## config.mk

```make
export PLATFORM = sky130hd
export DESIGN_NAME = tmds_decoder
export DESIGN_NICKNAME = d
export VERILOG_FILES = /design/src/rtl/tmds_decoder.sv
export SDC_FILE = /design/constraint.sdc
export NUM_CORES = 1
export LEC_CHECK = 0
export BUFFER_PORTS_ARGS = -buffer_cell sky130_fd_sc_hd__buf_2
export CAP_MARGIN = 20
export CORE_MARGIN = 10
export CORE_UTILIZATION = 26
export CTS_CLUSTER_DIAMETER = 150
export DETAILED_ROUTE_END_ITERATION = 8
export PLACE_DENSITY_LB_ADDON = 0.3
export RECOVER_POWER = 25
export SETUP_SLACK_MARGIN = 0.5
export SYNTH_ARGS = -nofsm -noshare
export SYNTH_HDL_FRONTEND = slang
export SYNTH_SLANG_ARGS = --single-unit
export TNS_END_PERCENT = 30
```

## constraint.sdc

```tcl
create_clock -name clk -period 9.3 [get_ports clk]
set_clock_uncertainty 0.15 [all_clocks]
set_input_delay 0.93 -clock clk [delete_from_list [all_inputs] [get_ports clk]]
set_output_delay 0.93 -clock clk [all_outputs]
set_load 0.005 [all_outputs]
```

## src/rtl/tmds_decoder.sv

```systemverilog
// One TMDS channel decoder: finds the 10-bit symbol boundary in the
// deserialized stream using control tokens, locks onto it, then decodes
// each symbol to video data or control bits with a data-enable flag.
module tmds_decoder #(
  parameter int LOCK_COUNT     = 8,
  parameter int SEARCH_TIMEOUT = 1024,
  parameter int UNLOCK_TIMEOUT = 4096
) (
  input  logic       clk,
  input  logic       rst,
  input  logic [9:0] raw_in,
  output logic [7:0] data,
  output logic [1:0] ctrl,
  output logic       de,
  output logic       locked,
  output logic [3:0] offset
);

  localparam int TW = $clog2(SEARCH_TIMEOUT + 1);
  localparam int RW = $clog2(LOCK_COUNT + 1);
  localparam int IW = $clog2(UNLOCK_TIMEOUT + 1);

  localparam logic [TW-1:0] TIMER_LAST = TW'(SEARCH_TIMEOUT - 1);
  localparam logic [RW-1:0] RUN_LAST   = RW'(LOCK_COUNT - 1);
  localparam logic [IW-1:0] IDLE_LAST  = IW'(UNLOCK_TIMEOUT - 1);

  // Control tokens, written MSB..LSB.
  localparam logic [9:0] TOK_00 = 10'b1101010100;
  localparam logic [9:0] TOK_01 = 10'b0010101011;
  localparam logic [9:0] TOK_10 = 10'b0101010100;
  localparam logic [9:0] TOK_11 = 10'b1010101011;

  typedef enum logic [1:0] {
    ST_SEARCH,
    ST_VERIFY,
    ST_LOCKED
  } state_t;

  state_t        state;
  logic [9:0]    r0;
  logic [9:0]    r1;
  logic [TW-1:0] timer;
  logic [RW-1:0] run;
  logic [IW-1:0] idle;

  logic [19:0]   pair;
  logic [9:0]    win;
  logic          is_tok;
  logic [1:0]    tok_ctrl;
  logic [7:0]    q;
  logic [7:0]    dec;
  logic [3:0]    next_offset;

  // Two consecutive words form a 20-bit serial history; older word in the low bits.
  assign pair = {r0, r1};
  assign win  = 10'(pair >> offset);

  // Offset advance is modulo 10.
  assign next_offset = (offset == 4'd9) ? 4'd0 : offset + 4'd1;

  // Classify the current window as one of the four control tokens.
  always_comb begin
    // NOTE: every combinational output gets a default first so no path can infer a latch.
    is_tok   = 1'b1;
    tok_ctrl = 2'b00;
    case (win)
      TOK_00:  tok_ctrl = 2'b00;
      TOK_01:  tok_ctrl = 2'b01;
      TOK_10:  tok_ctrl = 2'b10;
      TOK_11:  tok_ctrl = 2'b11;
      default: is_tok = 1'b0;
    endcase
  end

  // Undo the optional inversion, then the XOR/XNOR transition chain.
  always_comb begin
    q      = win[7:0] ^ {8{win[9]}};
    dec    = 8'h00;
    dec[0] = q[0];
    for (int i = 1; i < 8; i++) begin
      dec[i] = win[8] ? (q[i] ^ q[i-1]) : ~(q[i] ^ q[i-1]);
    end
  end

  // Input pipeline, alignment state machine and registered outputs.
  always_ff @(posedge clk) begin
    // NOTE: reset is synchronous and active-low, checked before anything else on the edge.
    if (!rst) begin
      state  <= ST_SEARCH;
      offset <= 4'd0;
      timer  <= '0;
      run    <= '0;
      idle   <= '0;
      r0     <= '0;
      r1     <= '0;
      data   <= 8'h00;
      ctrl   <= 2'b00;
      de     <= 1'b0;
      locked <= 1'b0;
    end else begin
      // NOTE: non-blocking assignments so every register samples pre-edge values.
      r0 <= raw_in;
      r1 <= r0;
      case (state)
        ST_SEARCH: begin
          locked <= 1'b0;
          de     <= 1'b0;
          data   <= 8'h00;
          ctrl   <= 2'b00;
          if (is_tok) begin
            state <= ST_VERIFY;
            run   <= RW'(1);
          end else if (timer == TIMER_LAST) begin
            offset <= next_offset;
            timer  <= '0;
          end else begin
            timer <= timer + 1'b1;
          end
        end
        ST_VERIFY: begin
          de   <= 1'b0;
          data <= 8'h00;
          if (is_tok) begin
            run <= run + 1'b1;
            if (run == RUN_LAST) begin
              state  <= ST_LOCKED;
              idle   <= '0;
              locked <= 1'b1;
              ctrl   <= tok_ctrl;
            end else begin
              locked <= 1'b0;
              ctrl   <= 2'b00;
            end
          end else begin
            state  <= ST_SEARCH;
            offset <= next_offset;
            timer  <= '0;
            run    <= '0;
            locked <= 1'b0;
            ctrl   <= 2'b00;
          end
        end
        ST_LOCKED: begin
          if (is_tok) begin
            idle   <= '0;
            locked <= 1'b1;
            de     <= 1'b0;
            data   <= 8'h00;
            ctrl   <= tok_ctrl;
          end else if (idle == IDLE_LAST) begin
            state  <= ST_SEARCH;
            offset <= next_offset;
            timer  <= '0;
            locked <= 1'b0;
            de     <= 1'b0;
            data   <= 8'h00;
            ctrl   <= 2'b00;
          end else begin
            idle   <= idle + 1'b1;
            locked <= 1'b1;
            de     <= 1'b1;
            data   <= dec;
          end
        end
        default: begin
          state  <= ST_SEARCH;
          locked <= 1'b0;
          de     <= 1'b0;
          data   <= 8'h00;
          ctrl   <= 2'b00;
        end
      endcase
    end
  end

endmodule

```

**After elaboration in Yosys (flattened, before gate mapping)**

Cells that the tools add are included.

- $add $sub $neg: 4
- Equality and inequality tests: 21
- Shift operators: 1
- Mux-type cells: 45
- Bitwise operators: 17
- Reduce and logical (&&, ||, !) cells: 12

Operators with widths:

| operator | number |
|---|---|
| $mux 11 | 5 |
| $mux 13 | 4 |
| $pmux 11 s3 | 1 |
| $mux 4 | 8 |
| $pmux 13 s2 | 1 |
| $eq 10x10->1 const B | 2 |
| $shr 20x4->10 | 1 |
| $mux 2 | 8 |
| $ne 2x2->1 const B | 8 |
| $add 13x1->13 const B | 1 |
| $eq 13x12->1 const B | 1 |
| $mux 1 | 12 |
| $pmux 2 s3 | 2 |
| $pmux 4 s3 | 1 |
| $add 11x1->11 const B | 1 |
| $eq 11x10->1 const B | 1 |
| $eq 10x8->1 const B | 1 |
| $eq 10x9->1 const B | 1 |
| $ne 3x3->1 const B | 3 |
| $not 1->1 | 9 |
| $add 4x1->4 const B | 2 |
| $pmux 4 s2 | 1 |
| $reduce_and 4->1 | 2 |
| $reduce_or 4->1 | 2 |
| other kinds (15) | 22 |

- Register bits: 66
- Input bits: 12
- Output and inout port bits: 16
- Logic and storage cells: 111

**Longest topological paths before layout**

- Depth after elaboration: 6
- Mapped depth: 17
- Mapped depth without buffers: 13

**Worst setup path after synthesis**

Ideal clock, no wire load.

- Path kind: register to register
- From: register offset[1]
- To: register idle[10]
- Setup time: 0.070 ns
- Arrival: 3.486 ns
- Data required time: 9.080 ns
- Path slack: 5.594 ns
- Cell stages (with the launch flop): 15
- Buffers on the path: 4
- Clock period less this slack: 3.706 ns
- Path through: dfxtp_1 > buf_2 > buf_2 > clkbuf_1 > mux4_2 > mux4_2 > inv_1 > ha_1 > nand4_1 > nor2_2 > a221oi_1 > o32a_1 > buf_2 > or4_1 > a21boi_1

- Longest elaborated chain between the ends: 6
- Elaborated cells on any way between the ends: 12
- Those cells by class: eq/ne: 6; shift: 1; mux: 3; reduce/logical: 2

RTL lines:

| what | RTL line | RTL |
|---|---|---|
| from (decl) | 16 | `output logic [3:0] offset` |
| from (signal assigned) | 114 | `offset <= next_offset;` |
| from (signal assigned) | 136 | `offset <= next_offset;` |
| from (signal assigned) | 152 | `offset <= next_offset;` |
| $shr 20x4->10 * | 56 | `assign win = 10'(pair >> offset);` |
| $eq 10x10->1 (tied with other cells) | 66 | `case (win)` |
| $reduce_or 4->1 (no line) * | - |  |
| $mux 1 * | 66 |  |
| $ne 3x3->1 (no line) (tied with other cells) | - |  |
| $reduce_and 4->1 (no line) / $pmux 13 s2 (equally long branches) | - |  |
| to (signal assigned) | 159 | `idle <= idle + 1'b1;` |
| to (decl) | 44 | `logic [IW-1:0] idle;` |

Every way passes the cells marked *; elsewhere a longest branch is shown, timed or not.
A chain may end at the register's enable or synchronous reset.

**Final worst setup path**

- From: register offset[1]
- To: register ctrl[1]

- Longest elaborated chain between the ends: 6
- Elaborated cells on any way between the ends: 13
- Those cells by class: eq/ne: 5; shift: 1; mux: 6; reduce/logical: 1

RTL lines:

| what | RTL line | RTL |
|---|---|---|
| $shr 20x4->10 * | 56 |  |
| $eq 10x10->1 (tied with other cells) | 66 |  |
| $pmux 2 s3 / $reduce_or 4->1 (equally long branches) | - |  |
| $mux 2 / $mux 1 (equally long branches) | 125, 66 |  |
| $mux 2, on equally long branches | 123, 144 |  |
| $pmux 2 s2 | 104 | `case (state)` |
| to (signal assigned) | 129 | `ctrl <= tok_ctrl;` |
| to (signal assigned) | 149 | `ctrl <= tok_ctrl;` |
| to (decl) | 13 | `output logic [1:0] ctrl,` |

Marked as above.

==> impl_summary.txt <==
----------------------------------------------------
[Detailed routing]
  Routed via count ... 3,083
  # DRC ... 0
  Ratio of routed vias to standard cells ... 4.96
  Drt first-iter violations ... between 200 and 250
  Drt wl/cell ... ~14 µm
  Routed wire length ... just under 9000 µm
  Iteration count of the initial detailed-routing pass ... 4
  Routed Antenna Nets ... 0

[Clocking]
  Clock Latency Late Sink ... around 0.33 ns
  H-Tree Level Count ... 3
  Cts hold-fix bufs ... 0
  Clock slew at reported path FFs ... 0.05 ns
  PostCTS Resize Cnt ... 0
  CTS tree ... yes
  TritonCTS sink count ... 66
  Clock root buffer ... sky130_fd_sc_hd__clkbuf_16
  CTS buffer count ... 9
  Max Buffers Root-to-Sink ... 2
  Setup Fix Bufs, Post-CTS ... 0

[Yosys]
  Cell variety after synth ... 62
  Synthesized cell area ... 3790 µm²
  Synthesized instance count ... 417
  Count of warnings emitted by yosys ... 0
  Leading register cell type out of synthesis ... sky130_fd_sc_hd__dfxtp_1
  Post-synth top area share ... 34.8%
  Cell type with the highest aggregate area in the netlist ... sky130_fd_sc_hd__dfxtp_1
  Asr flop ratio synth ... 0%
  Largest cells by area after synthesis ... sky130_fd_sc_hd__dfxtp_1, sky130_fd_sc_hd__mux4_2, sky130_fd_sc_hd__mux2i_1, sky130_fd_sc_hd__ha_1, sky130_fd_sc_hd__and2_1
  Register area share after synthesis ... 34.8%
  Number of flops mapped to enable cells by yosys ... 0
  Number of storage elements in the synthesis netlist ... 66
  Average cell area after synthesis ... 9.09 µm²
  Net count of the mapped netlist ... 444

[Floorplanning]
  Placeable core region ... roughly 14,000 µm²
  Rows ... between 40 and 50
  Die Footprint ... 19,800 µm²
  Effective utilization at floorplan ... about a quarter
  Die extent in x ... 141 µm
  Die Ht ... roughly 140 µm
  Top-level I/O count ... 28

[Timing]
  Final Hold Fails ... 0
  Fmax ... roughly 0.23 GHz
  Worst Max-Slew Pin Slew ... approximately 1.7 ns
  RSZ-0062 raised after global routing ... false
  Number of max-slew violations in the final report ... 41
  Worst-case headroom to the max-slew limit ... -10.4%
  Setup tns final ... 0 ns
  Final number of setup-violating endpoints ... 0
  Share of the clock period used by the worst path after layout ... 47.6%
  Final hold slack ... around 0.32 ns
  Final period demand of the worst path ... about 4.4 ns

[Critical path]
  Reg2Reg Launch Point ... offset[1]$_SDFFE_PN0P_
  Crit. Startpoint ... offset[1]$_SDFFE_PN0P_
  Required time of the worst setup path ... between 9 and 10 ns
  CP arrival ... around 4.5 ns
  Worst Setup Start Kind ... flip-flop
  Crit path largest cell delay ... just over 1 ns
  R2R cell count ... 13
  Buf+Inv Stages, Crit Path ... 1
  Number of logic stages on the critical path including buffering ... 13
  Crit Path Class ... flip-flop to flip-flop
  Critical path's top delay family ... simple AND/OR/NAND/NOR gates
  CP max FO ... 26
  Cell-by-cell trace of the critical path ... mux2i_1, mux2i_1, mux2i_1, nand2_1, o21ai_0, inv_1, ha_1, nand4_1, nor2_2, a22o_1, nor2_1, nand3_1, o22ai_1
  Cell at the slowest stage of the critical path ... sky130_fd_sc_hd__dfxtp_1
  Crit. End Element ... flip-flop
  Most common cell on crit path ... sky130_fd_sc_hd__mux2i_1

[Cells and area]
  Fraction of final layout cells sized beyond drive strength 1 ... 15.5%
  Layout net count ... 460
  Syn-to-layout area delta ... 14.6%
  Filler Cells Inserted ... 1,516
  Most frequent cells in the layout ... sky130_fd_sc_hd__dfxtp_1, sky130_fd_sc_hd__nand2_1, sky130_fd_sc_hd__nor2_1
  Most common cell after layout, fill and taps aside ... sky130_fd_sc_hd__dfxtp_1
  Total area of multi-input combinational cells ... 2290 µm²
  Antenna fix cells ... 0
  Total area of sequential cells ... 1320 µm²

[Global route]
  Vias in the first global route ... approximately 3,000
  Overflow after GRT ... 0
  First-pass GRT wire length ... 15,000 µm
  GRT Overall Usage ... 8.95%
  Initial antenna violation count ... 0
  Largest net degree at the start of global routing ... 41

[Outcome]
  Failing checks ... capacitance limit, slew limit
  Run status ... finished with violations

[Power and ir drop]
  Pwr/cell area ... 150 nW/µm²
  P_leak ... 1.55 nW
  Worst voltage drop across the vdd grid ... approximately 0.000098 V

[Placement]
  Count of buffers from port buffering ... 27
  HPWL reported at the end of detailed placement ... about 6400 µm
  Routability Congestion ... 0.838

[Min path]
  Hold WC Path Type ... flip-flop to flip-flop
  Critical hold path startpoint ... idle[12]$_SDFFE_PN0P_
  Hold Path Cell Cnt ... 1

[Flow run]
  Count of max-cap constraint violations ... 1

----------------------------------------------------
==> path summary, 6_finish.rpt <==
kind / to / slack (ns)
min reg2reg: idle[12]$_SDFFE_PN0P_ / 0.32
max: ctrl[1]$_SDFFE_PN0P_ / 4.88
min: idle[12]$_SDFFE_PN0P_ / 0.32
max reg2reg: ctrl[1]$_SDFFE_PN0P_ / 4.88
==> flip-flops by register name, summed over array words and instances, names as in the netlist <==
name and count:
idle 13, timer 11, r0 10, r1 10
data 8, offset 4, run 4, ctrl 2
state 2, de 1, locked 1
==> kinds of logic (layout without fill, tap and decap cells) <==
family | Yosys count | count (layout) | share of synthesized area (%)
compound gates | 94 | 94 | 17.4
flops | 66 | 66 | 34.8
simple gates | 154 | 154 | 21.5
fa+ha+maj | 15 | 15 | 4.95
buf+inv | 41 | 62 | 4.65
mux | 35 | 35 | 13.9
xor+xnor | 12 | 12 | 2.77
==> routing by layer <==
layer	routed length, µm	share of wire (%)	track usage, %
met2	3780	42	13.2
met4	103	1.2	3.21
met1	4590	51	12.1
met5	0	0	0
met3	476	5.3	2.55
==> through the flow <==
step	instances	power, mW	utilization (%)	setup slack, ns	cell area (µm²)
2_1_floorplan	417	0.323	-	5.59	3790
3_3_place_gp	606	0.332	28.1	5.07	4060
3_5_place_dp	606	0.333	28.1	4.93	4060
4_1_cts	622	0.661	30.1	4.85	4350
5_1_grt	622	0.677	30.1	4.27	4350
6_report	622	0.653	30.1	4.88	4350
==> worst reg2reg max path: stages (launching register included) <==
cell                      delay (ns)
sky130_fd_sc_hd__dfxtp_1        1.02
sky130_fd_sc_hd__mux2i_1        0.42
sky130_fd_sc_hd__mux2i_1        0.17
sky130_fd_sc_hd__mux2i_1        0.21
sky130_fd_sc_hd__nand2_1        0.07
sky130_fd_sc_hd__o21ai_0        0.21
sky130_fd_sc_hd__inv_1          0.11
sky130_fd_sc_hd__ha_1           0.19
sky130_fd_sc_hd__nand4_1        0.16
sky130_fd_sc_hd__nor2_2         0.10
sky130_fd_sc_hd__a22o_1         0.39
sky130_fd_sc_hd__nor2_1         0.39
sky130_fd_sc_hd__nand3_1        0.38
sky130_fd_sc_hd__o22ai_1        0.35
==> layout make-up <==
class,count,area share [%]
Tap cell,184,5.30
Inverter,18,1.55
Timing Repair Buffer,28,3.25
Multi-Input combinational cell,310,52.8
Sequential cell,66,30.4
Clock buffer,12,6.13
Clock inverter,4,0.576
==> power breakdown <==
group          total (mW)  switching [mW]  internal, mW
clock               0.327           0.126         0.201
sequential          0.293         0.00502         0.288
combinational      0.0331          0.0171        0.0160
total               0.653           0.148         0.505
==> synthesized netlist by cell type, drive strengths merged (3+ instances only) <==
library cell,number
a31oi,4
a211oi,3
a22oi,3
inv,17
mux4,14
a21boi,6
nor2b,5
or3,9
buf,11
o22ai,4
ha,15
nand4,6
o21a,5
o211ai,6
o32ai,4
nor3,4
mux2i,21
dfxtp,66
clkbuf,12
or2,3
and2,25
a21oi,21
or4b,3
and3,4
nand2,32
xnor2,10
o21ai,18
nand3,18
or4,4
nand2b,5
nor2,28
Power figures use the tool's default switching activity.
